### config.mk
export PLATFORM = sky130hd
export DESIGN_NAME = fdtd_step_seq
export DESIGN_NICKNAME = d
export VERILOG_FILES = /design/src/rtl/fdtd_step_seq.sv
export SDC_FILE = /design/constraint.sdc
export NUM_CORES = 1
export LEC_CHECK = 0
export CAP_MARGIN = 20
export CORE_MARGIN = 2
export CORE_UTILIZATION = 55
export CTS_CLUSTER_SIZE = 10
export DETAILED_ROUTE_END_ITERATION = 12
export DONT_BUFFER_PORTS = 1
export PLACE_DENSITY = 0.66
export SYNTH_ARGS = -nofsm -noshare
export SYNTH_HDL_FRONTEND = slang
export SYNTH_SLANG_ARGS = --single-unit
### constraint.sdc
create_clock -name ACLK -period 17.5 [get_ports ACLK]
set_clock_uncertainty 0.05 [all_clocks]
set_input_delay 3.5 -clock ACLK [delete_from_list [all_inputs] [get_ports ACLK]]
set_output_delay 3.5 -clock ACLK [all_outputs]
set_load 0.03 [all_outputs]
### src/rtl/fdtd_step_seq.sv
// fdtd_step_seq: FDTD coefficient register bank plus an autonomous timestep
// sequencer.
//
// The register port is word addressed. It is the same shape that the AXI word
// read/write adapters produce. Coefficients are byte-strobed and reach coef_o
// as soon as they are written. Once started, the sequencer walks the enabled
// update phases in index order, NSTEPS times. For each phase it emits a
// one-cycle start pulse and waits for that phase's end flag. Completion and a
// per-phase watchdog timeout raise int_pending, which drives irq_o when
// irq_en is set.
//
// Ports
//   ACLK, ARESET     clock, asynchronous active-high reset
//   reg_we_i/...     word write port (address, data, byte strobes)
//   reg_raddr_i      read address; reg_rdata_o is combinational
//   coef_o           COEF[k] at bits [k*DATA_WIDTH +: DATA_WIDTH]
//   phase_start_o    one-cycle start pulse per phase
//   phase_end_i      phase-done flags from the datapath
//   sample_i         observation-point value, latched at the end of each step
//   step_o           completed timesteps of the current/last run
//   busy_o, irq_o    sequencer active; interrupt request

// One byte-strobed coefficient word.
module fdtd_coef_reg #(
  parameter int DATA_WIDTH = 32
) (
  input  logic                    ACLK,
  input  logic                    ARESET,
  input  logic                    we,
  input  logic [DATA_WIDTH-1:0]   wdata,
  input  logic [DATA_WIDTH/8-1:0] wstrb,
  output logic [DATA_WIDTH-1:0]   q
);
  always_ff @(posedge ACLK or posedge ARESET) begin
    if (ARESET) q <= '0;
    else if (we)
      for (int b = 0; b < DATA_WIDTH/8; b++)
        if (wstrb[b]) q[b*8 +: 8] <= wdata[b*8 +: 8];
  end
endmodule

module fdtd_step_seq #(
  parameter int DATA_WIDTH      = 32,
  parameter int WORD_ADDR_WIDTH = 8,
  parameter int N_COEF          = 8,
  parameter int N_PHASE         = 3,
  parameter int STEP_WIDTH      = 16,
  parameter int TIMEOUT_WIDTH   = 20
) (
  input  logic                         ACLK,
  input  logic                         ARESET,
  input  logic                         reg_we_i,
  input  logic [WORD_ADDR_WIDTH-1:0]   reg_waddr_i,
  input  logic [DATA_WIDTH-1:0]        reg_wdata_i,
  input  logic [DATA_WIDTH/8-1:0]      reg_wstrb_i,
  input  logic [WORD_ADDR_WIDTH-1:0]   reg_raddr_i,
  output logic [DATA_WIDTH-1:0]        reg_rdata_o,
  output logic [N_COEF*DATA_WIDTH-1:0] coef_o,
  output logic [N_PHASE-1:0]           phase_start_o,
  input  logic [N_PHASE-1:0]           phase_end_i,
  input  logic [DATA_WIDTH-1:0]        sample_i,
  output logic [STEP_WIDTH-1:0]        step_o,
  output logic                         busy_o,
  output logic                         irq_o
);

  localparam logic [WORD_ADDR_WIDTH-1:0] A_CTRL    = WORD_ADDR_WIDTH'(8'h20);
  localparam logic [WORD_ADDR_WIDTH-1:0] A_NSTEPS  = WORD_ADDR_WIDTH'(8'h21);
  localparam logic [WORD_ADDR_WIDTH-1:0] A_MASK    = WORD_ADDR_WIDTH'(8'h22);
  localparam logic [WORD_ADDR_WIDTH-1:0] A_CMD     = WORD_ADDR_WIDTH'(8'h23);
  localparam logic [WORD_ADDR_WIDTH-1:0] A_STATUS  = WORD_ADDR_WIDTH'(8'h24);
  localparam logic [WORD_ADDR_WIDTH-1:0] A_STEP    = WORD_ADDR_WIDTH'(8'h25);
  localparam logic [WORD_ADDR_WIDTH-1:0] A_SAMPLE  = WORD_ADDR_WIDTH'(8'h26);
  localparam logic [WORD_ADDR_WIDTH-1:0] A_TIMEOUT = WORD_ADDR_WIDTH'(8'h27);

  typedef enum logic [2:0] {S_IDLE, S_LAUNCH, S_WAIT, S_NEXT, S_DONE} state_t;

  state_t                            state_q, state_d;
  logic [N_COEF-1:0][DATA_WIDTH-1:0] coef_q;
  logic [1:0]                        ctrl_q;         // {timeout_en, irq_en}
  logic [STEP_WIDTH-1:0]             nsteps_q, nsteps_snap, step_q;
  logic [N_PHASE-1:0]                mask_q, mask_snap;
  logic [TIMEOUT_WIDTH-1:0]          timeout_q, timer_q;
  logic [DATA_WIDTH-1:0]             sample_q;
  logic                              int_pending_q, timeout_err_q;
  logic [2:0]                        phase_q, phase_d;
  logic [7:0]                        end_vec;

  // Sequencer control strobes from the FSM
  logic snap, launch, step_inc, set_int, set_terr;
  logic [3:0] nxt_hi, first_snap, first_reg;       // {found, index}

  // Merge a write into an existing word under byte strobes
  function automatic logic [DATA_WIDTH-1:0] wmerge(
    input logic [DATA_WIDTH-1:0]   old_v,
    input logic [DATA_WIDTH-1:0]   new_v,
    input logic [DATA_WIDTH/8-1:0] strb
  );
    wmerge = old_v;
    for (int b = 0; b < DATA_WIDTH/8; b++)
      if (strb[b]) wmerge[b*8 +: 8] = new_v[b*8 +: 8];
  endfunction

  // Lowest enabled phase with index >= from
  function automatic logic [3:0] find_phase(input logic [N_PHASE-1:0] m, input int from);
    find_phase = 4'd0;
    for (int q = N_PHASE-1; q >= 0; q--)
      if (m[q] && q >= from) find_phase = {1'b1, 3'(q)};
  endfunction

  // Write decode
  logic wr_ctrl, wr_nsteps, wr_mask, wr_timeout, cmd_wr;
  logic cmd_start, cmd_abort, cmd_clr;

  assign wr_ctrl    = reg_we_i && reg_waddr_i == A_CTRL;
  assign wr_nsteps  = reg_we_i && reg_waddr_i == A_NSTEPS;
  assign wr_mask    = reg_we_i && reg_waddr_i == A_MASK;
  assign wr_timeout = reg_we_i && reg_waddr_i == A_TIMEOUT;
  assign cmd_wr     = reg_we_i && reg_waddr_i == A_CMD && reg_wstrb_i[0];
  assign cmd_start  = cmd_wr && reg_wdata_i[0];
  assign cmd_abort  = cmd_wr && reg_wdata_i[1];
  assign cmd_clr    = cmd_wr && reg_wdata_i[2];

  // Coefficient bank
  for (genvar k = 0; k < N_COEF; k++) begin : g_coef
    fdtd_coef_reg #(.DATA_WIDTH(DATA_WIDTH)) u_coef (
      .ACLK  (ACLK),
      .ARESET(ARESET),
      .we    (reg_we_i && reg_waddr_i == WORD_ADDR_WIDTH'(k)),
      .wdata (reg_wdata_i),
      .wstrb (reg_wstrb_i),
      .q     (coef_q[k])
    );
  end
  assign coef_o = coef_q;

  // Pad the end flags to 8 so the 3-bit phase index always selects in range
  assign end_vec    = 8'(phase_end_i);
  assign nxt_hi     = find_phase(mask_snap, int'(phase_q) + 1);
  assign first_snap = find_phase(mask_snap, 0);
  assign first_reg  = find_phase(mask_q, 0);

  // FSM state register
  always_ff @(posedge ACLK or posedge ARESET) begin
    if (ARESET) state_q <= S_IDLE;
    else        state_q <= state_d;
  end

  // FSM next state and control strobes
  always_comb begin
    state_d  = state_q;
    phase_d  = phase_q;
    snap     = 1'b0;
    launch   = 1'b0;
    step_inc = 1'b0;
    set_int  = 1'b0;
    set_terr = 1'b0;
    case (state_q)
      S_IDLE:
        if (cmd_start && !cmd_abort) begin
          if (nsteps_q != '0 && mask_q != '0) begin
            snap    = 1'b1;
            phase_d = first_reg[2:0];
            state_d = S_LAUNCH;
          end else begin
            set_int = 1'b1;
          end
        end
      S_LAUNCH: begin
        launch  = 1'b1;
        state_d = S_WAIT;
      end
      S_WAIT:
        if (end_vec[phase_q]) begin
          state_d = S_NEXT;
        end else if (ctrl_q[1] && timeout_q != '0 && timer_q == timeout_q - 1'b1) begin
          set_terr = 1'b1;
          set_int  = 1'b1;
          state_d  = S_IDLE;
        end
      S_NEXT:
        if (nxt_hi[3]) begin
          phase_d = nxt_hi[2:0];
          state_d = S_LAUNCH;
        end else begin
          step_inc = 1'b1;
          if (STEP_WIDTH'(step_q + 1'b1) == nsteps_snap) begin
            state_d = S_DONE;
          end else begin
            phase_d = first_snap[2:0];
            state_d = S_LAUNCH;
          end
        end
      S_DONE: begin
        set_int = 1'b1;
        state_d = S_IDLE;
      end
      default: state_d = S_IDLE;
    endcase
    // Abort beats every transition, including a pending completion or timeout
    if (cmd_abort && state_q != S_IDLE) begin
      state_d  = S_IDLE;
      phase_d  = phase_q;
      step_inc = 1'b0;
      set_int  = 1'b0;
      set_terr = 1'b0;
    end
  end

  // Registers and sequencer datapath
  always_ff @(posedge ACLK or posedge ARESET) begin
    if (ARESET) begin
      ctrl_q        <= '0;
      nsteps_q      <= '0;
      mask_q        <= '0;
      timeout_q     <= '0;
      nsteps_snap   <= '0;
      mask_snap     <= '0;
      step_q        <= '0;
      sample_q      <= '0;
      timer_q       <= '0;
      phase_q       <= '0;
      int_pending_q <= 1'b0;
      timeout_err_q <= 1'b0;
    end else begin
      if (wr_ctrl)    ctrl_q    <= 2'(wmerge(DATA_WIDTH'(ctrl_q), reg_wdata_i, reg_wstrb_i));
      if (wr_nsteps)  nsteps_q  <= STEP_WIDTH'(wmerge(DATA_WIDTH'(nsteps_q), reg_wdata_i, reg_wstrb_i));
      if (wr_mask)    mask_q    <= N_PHASE'(wmerge(DATA_WIDTH'(mask_q), reg_wdata_i, reg_wstrb_i));
      if (wr_timeout) timeout_q <= TIMEOUT_WIDTH'(wmerge(DATA_WIDTH'(timeout_q), reg_wdata_i, reg_wstrb_i));

      if (snap) begin
        nsteps_snap   <= nsteps_q;
        mask_snap     <= mask_q;
        step_q        <= '0;
        timeout_err_q <= 1'b0;
      end
      if (step_inc) begin
        step_q   <= step_q + 1'b1;
        sample_q <= sample_i;
      end
      phase_q <= phase_d;

      if (launch)                 timer_q <= '0;
      else if (state_q == S_WAIT) timer_q <= timer_q + 1'b1;

      if (set_terr) timeout_err_q <= 1'b1;
      // A set event on the same edge beats clr_int
      if (set_int)      int_pending_q <= 1'b1;
      else if (cmd_clr) int_pending_q <= 1'b0;
    end
  end

  // Outputs
  assign busy_o = state_q != S_IDLE;
  assign irq_o  = int_pending_q & ctrl_q[0];
  assign step_o = step_q;

  always_comb begin
    phase_start_o = '0;
    if (state_q == S_LAUNCH)
      for (int p = 0; p < N_PHASE; p++) phase_start_o[p] = (phase_q == 3'(p));
  end

  // Read mux; CMD and unmapped addresses read 0
  always_comb begin
    reg_rdata_o = '0;
    for (int k = 0; k < N_COEF; k++)
      if (reg_raddr_i == WORD_ADDR_WIDTH'(k)) reg_rdata_o = coef_q[k];
    case (reg_raddr_i)
      A_CTRL:    reg_rdata_o = DATA_WIDTH'(ctrl_q);
      A_NSTEPS:  reg_rdata_o = DATA_WIDTH'(nsteps_q);
      A_MASK:    reg_rdata_o = DATA_WIDTH'(mask_q);
      A_STATUS: begin
        reg_rdata_o[0]    = busy_o;
        reg_rdata_o[1]    = int_pending_q;
        reg_rdata_o[2]    = timeout_err_q;
        // Phase index is only meaningful while a run is in flight
        reg_rdata_o[10:8] = busy_o ? phase_q : 3'd0;
      end
      A_STEP:    reg_rdata_o = DATA_WIDTH'(step_q);
      A_SAMPLE:  reg_rdata_o = sample_q;
      A_TIMEOUT: reg_rdata_o = DATA_WIDTH'(timeout_q);
      default: ;
    endcase
  end

endmodule

==> impl_metrics.tcl <==
set metrics [dict create \
    p_per_area_nw_per_um2 107 \
    status "finished clean" \
    worst_setup_path_end_kind "output port" \
    cp_slowest_stage_delay_ps 930 \
    io_pins 399 \
    port_buffers 0 \
    pwr-share-comb 0.102 \
    grt_overflow_total 0 \
    clk_pin_slew_ps 50 \
    crit_slowest_cell "nor4_1" \
    worstReg2RegStart "timeout_q[0]" \
    initial_core_util 0.560 \
    hold_start "sample_q[25]" \
    p_seq_frac 0.517 \
    numCtsBuffers 46 \
    rsz0062_at_grt "false" \
    critical_path_arrival_ps 7090 \
    grt_usage 0.358 \
    syn_to_final_growth_pct 8.82 \
    tightest_slew_ps 1150 \
    synth_edf_count 0 \
    cp.required_ps 13950 \
    coreArea_um2 33600 \
    final_nets 1740 \
    cts_hold_buf 0 \
    cp-startpoint "reg_raddr_i[4]" \
    synthCells 1683 \
    ys_seq_elements 391 \
    cts-root-buf "clkbuf_16" \
    postRouteAntennaNets 0 \
    start_kind "input pin" \
    via_per_inst 6.84 \
    synth_area_leaders "dfrtp_1 52%, mux2_2 19%, nand2_1 4.4%" \
    synthArstFlopShare 1.00 \
    drive_gt1_frac 0.249 \
    fmax_ghz 0.0940 \
    slew_viol_final 0 \
    p_leak_uw 0.00971 \
    synth_warnings 0 \
    finalCriticalPeriod_ps 10640 \
    die_area_um2 35700 \
    ir_drop_uv 95.3 \
    yosysTopAreaCell "dfrtp_1" \
    p_sw_frac 0.299 \
    drt-pass1-iter-count 6 \
    dp_hpwl_um 47100 \
    syn_area_um2 18800 \
    die_w_um 189 \
    grt_pass1_vias 14207 \
    fin_crit_sh 0.608 \
    routedWlPerCell_um 30.5 \
    dr.first_iter.drc_count 1375 \
    cts_max_level 2 \
    hold_viol_final 0 \
    cts_resized 0 \
    die_y_um 189 \
    place_area_um2 19200 \
    synth_ff_type "dfrtp_1" \
    synth_nets 1776 \
    grt_pass1_wl_um 95000 \
    crit_chain "nor4_1 -> nand2_1 -> nor3_2 -> buf_4 -> a222oi_1 -> nand4_1 -> o21ai_0 -> a21oi_1" \
    crit_type "in2out" \
    setup_violations 0 \
    cts_tree "built" \
    synth_top_area_share 0.520 \
    clk_path_buf_depth 3 \
    gp_congestion 0.983 \
    holdCritPathClass "reg2reg" \
    vias 14401 \
    syn_avg_cell_area_um2 11.2 \
    ys_seq_area_frac 0.520 \
    cts_setup_buffers 0 \
    p_sw_uw 656 \
    maxSlewHeadroom 0.222 \
    p_int_uw 1540 \
    drc 0 \
    grt_antenna_before_repair 4 \
    cts_sinks 391 \
    fin_setup_tns_ps 0 \
    dp_slack_ps 6980 \
    clockPowerShare 0.382 \
    ys_types 63 \
    clock_latency_ps 560 \
    routed_wl_um 64300 \
    crit_fanout 16 \
    grt_max_degree 141 \
    fin_area_um2 20500 \
    max_cap_viol_count 0 \
    setup_ws_ps 6860 \
    rows 67 \
]
## cells by family (layout without fill, tap and decap cells)
logic type,count (synthesis),in the layout,synth area share
other,0,2,0
muxes,325,325,0.194
buffers and inverters,122,95,0.0247
AOI/OAI and AO/OA,295,295,0.112
and+or+nand+nor,502,502,0.127
DFF,391,391,0.520
xor gates and xnor gates,45,45,0.0209
adders and majority gates,3,3,0.00199
## stage by stage
step                hold WS (ps)  total power, uW  utilization  std cells
CTS                          431             2200        0.608       2101
finish                       428             2200        0.610       2106
global placement             411             1360        0.571       2043
global route                 449             2280        0.610       2106
floorplan                    390             1290            -       1683
detailed placement           413             1370        0.572       2044
## metal layers
layer | vias up | global-route usage | part of all wire
met5 | - | 0 | 0.00011
met4 | 2 | 0.177 | 0.055
met3 | 154 | 0.125 | 0.11
met2 | 806 | 0.567 | 0.46
met1 | 7312 | 0.437 | 0.37
li1 | 6127 | - | -
## power by group through the flow
| stage | clock, uW | sequential, uW | combinational (uW) |
|---|---|---|---|
| finish | 839 | 1140 | 223 |
| global route | 884 | 1140 | 252 |
| CTS | 849 | 1130 | 221 |
| detailed placement | 0 | 1150 | 221 |
| global placement | 0 | 1150 | 212 |
| floorplan | 0 | 1090 | 202 |
## state kept, by name, indices dropped and copies added, names as in the netlist
| signal | cells |
|---|---|
| ctrl_q | 2 |
| g_coef.u_coef.q | 256 |
| int_pending_q | 1 |
| mask_q | 3 |
| mask_snap | 3 |
| nsteps_q | 16 |
| nsteps_snap | 16 |
| phase_q | 2 |
| sample_q | 32 |
| state_q | 3 |
| step_o | 16 |
| timeout_err_q | 1 |
| timeout_q | 20 |
| timer_q | 20 |
## worst max-delay path, delay by kind of cell
| family | cells | cell delay [ps] |
|---|---|---|
| AND/OR/NAND/NOR | 4 | 2170 |
| AO/OA/AOI/OAI | 3 | 1040 |
| buffers and inverters | 1 | 360 |
## cell usage in the layout, fill, tap and decap left out, types with 20 or more instances in the layout
cell | synthesis | layout
nand3_1 | 66 | 66
a222oi_1 | 20 | 20
o21ai_0 | 71 | 71
mux2_2 | 314 | 314
nor3_1 | 26 | 23
a22oi_1 | 57 | 57
a22o_1 | 27 | 27
nand2_1 | 222 | 222
a21oi_1 | 32 | 32
clkbuf_16 | 0 | 46
nor2_1 | 60 | 55
xnor2_1 | 27 | 27
dfrtp_1 | 391 | 391
nand4_1 | 23 | 23
a221oi_1 | 29 | 29
## Yosys cell counts (13+ instances only)
| master | instances |
|---|---|
| clkbuf_1 | 80 |
| a22o_1 | 27 |
| a21oi_1 | 32 |
| nand2_1 | 222 |
| o21ai_0 | 71 |
| xor2_1 | 18 |
| o31ai_1 | 13 |
| nand4_1 | 23 |
| nor4_1 | 21 |
| mux2_2 | 314 |
| a221oi_1 | 29 |
| nor2_1 | 60 |
| buf_1 | 19 |
| nor3_1 | 26 |
| xnor2_1 | 27 |
| a22oi_1 | 57 |
| dfrtp_1 | 391 |
| inv_1 | 17 |
| a222oi_1 | 20 |
| nand3_1 | 66 |
## final cells by class
type / count / area, um^2
fill: 2809 / 13100
sequential: 391 / 9780
multi-input combinational: 1170 / 8650
clock buffer: 52 / 1190
tap: 448 / 561
timing repair buffer: 21 / 186
inverter: 17 / 71.3
clock inverter: 5 / 47.5
antenna: 2 / 5.00
## worst paths after layout
path	slack (ps)	depth (start not counted)	endpoint
setup / recovery	6860	8	reg_rdata_o[9]
hold / removal	430	2	sample_q[25]
setup reg to reg	13890	10	timeout_err_q
hold reg to reg	430	2	sample_q[25]
max in group asynchronous	12290	3	timer_q[4]
min in group asynchronous	2920	1	g_coef[5].u_coef.q[18]
Note: power is estimated with default switching activity, not from simulation.
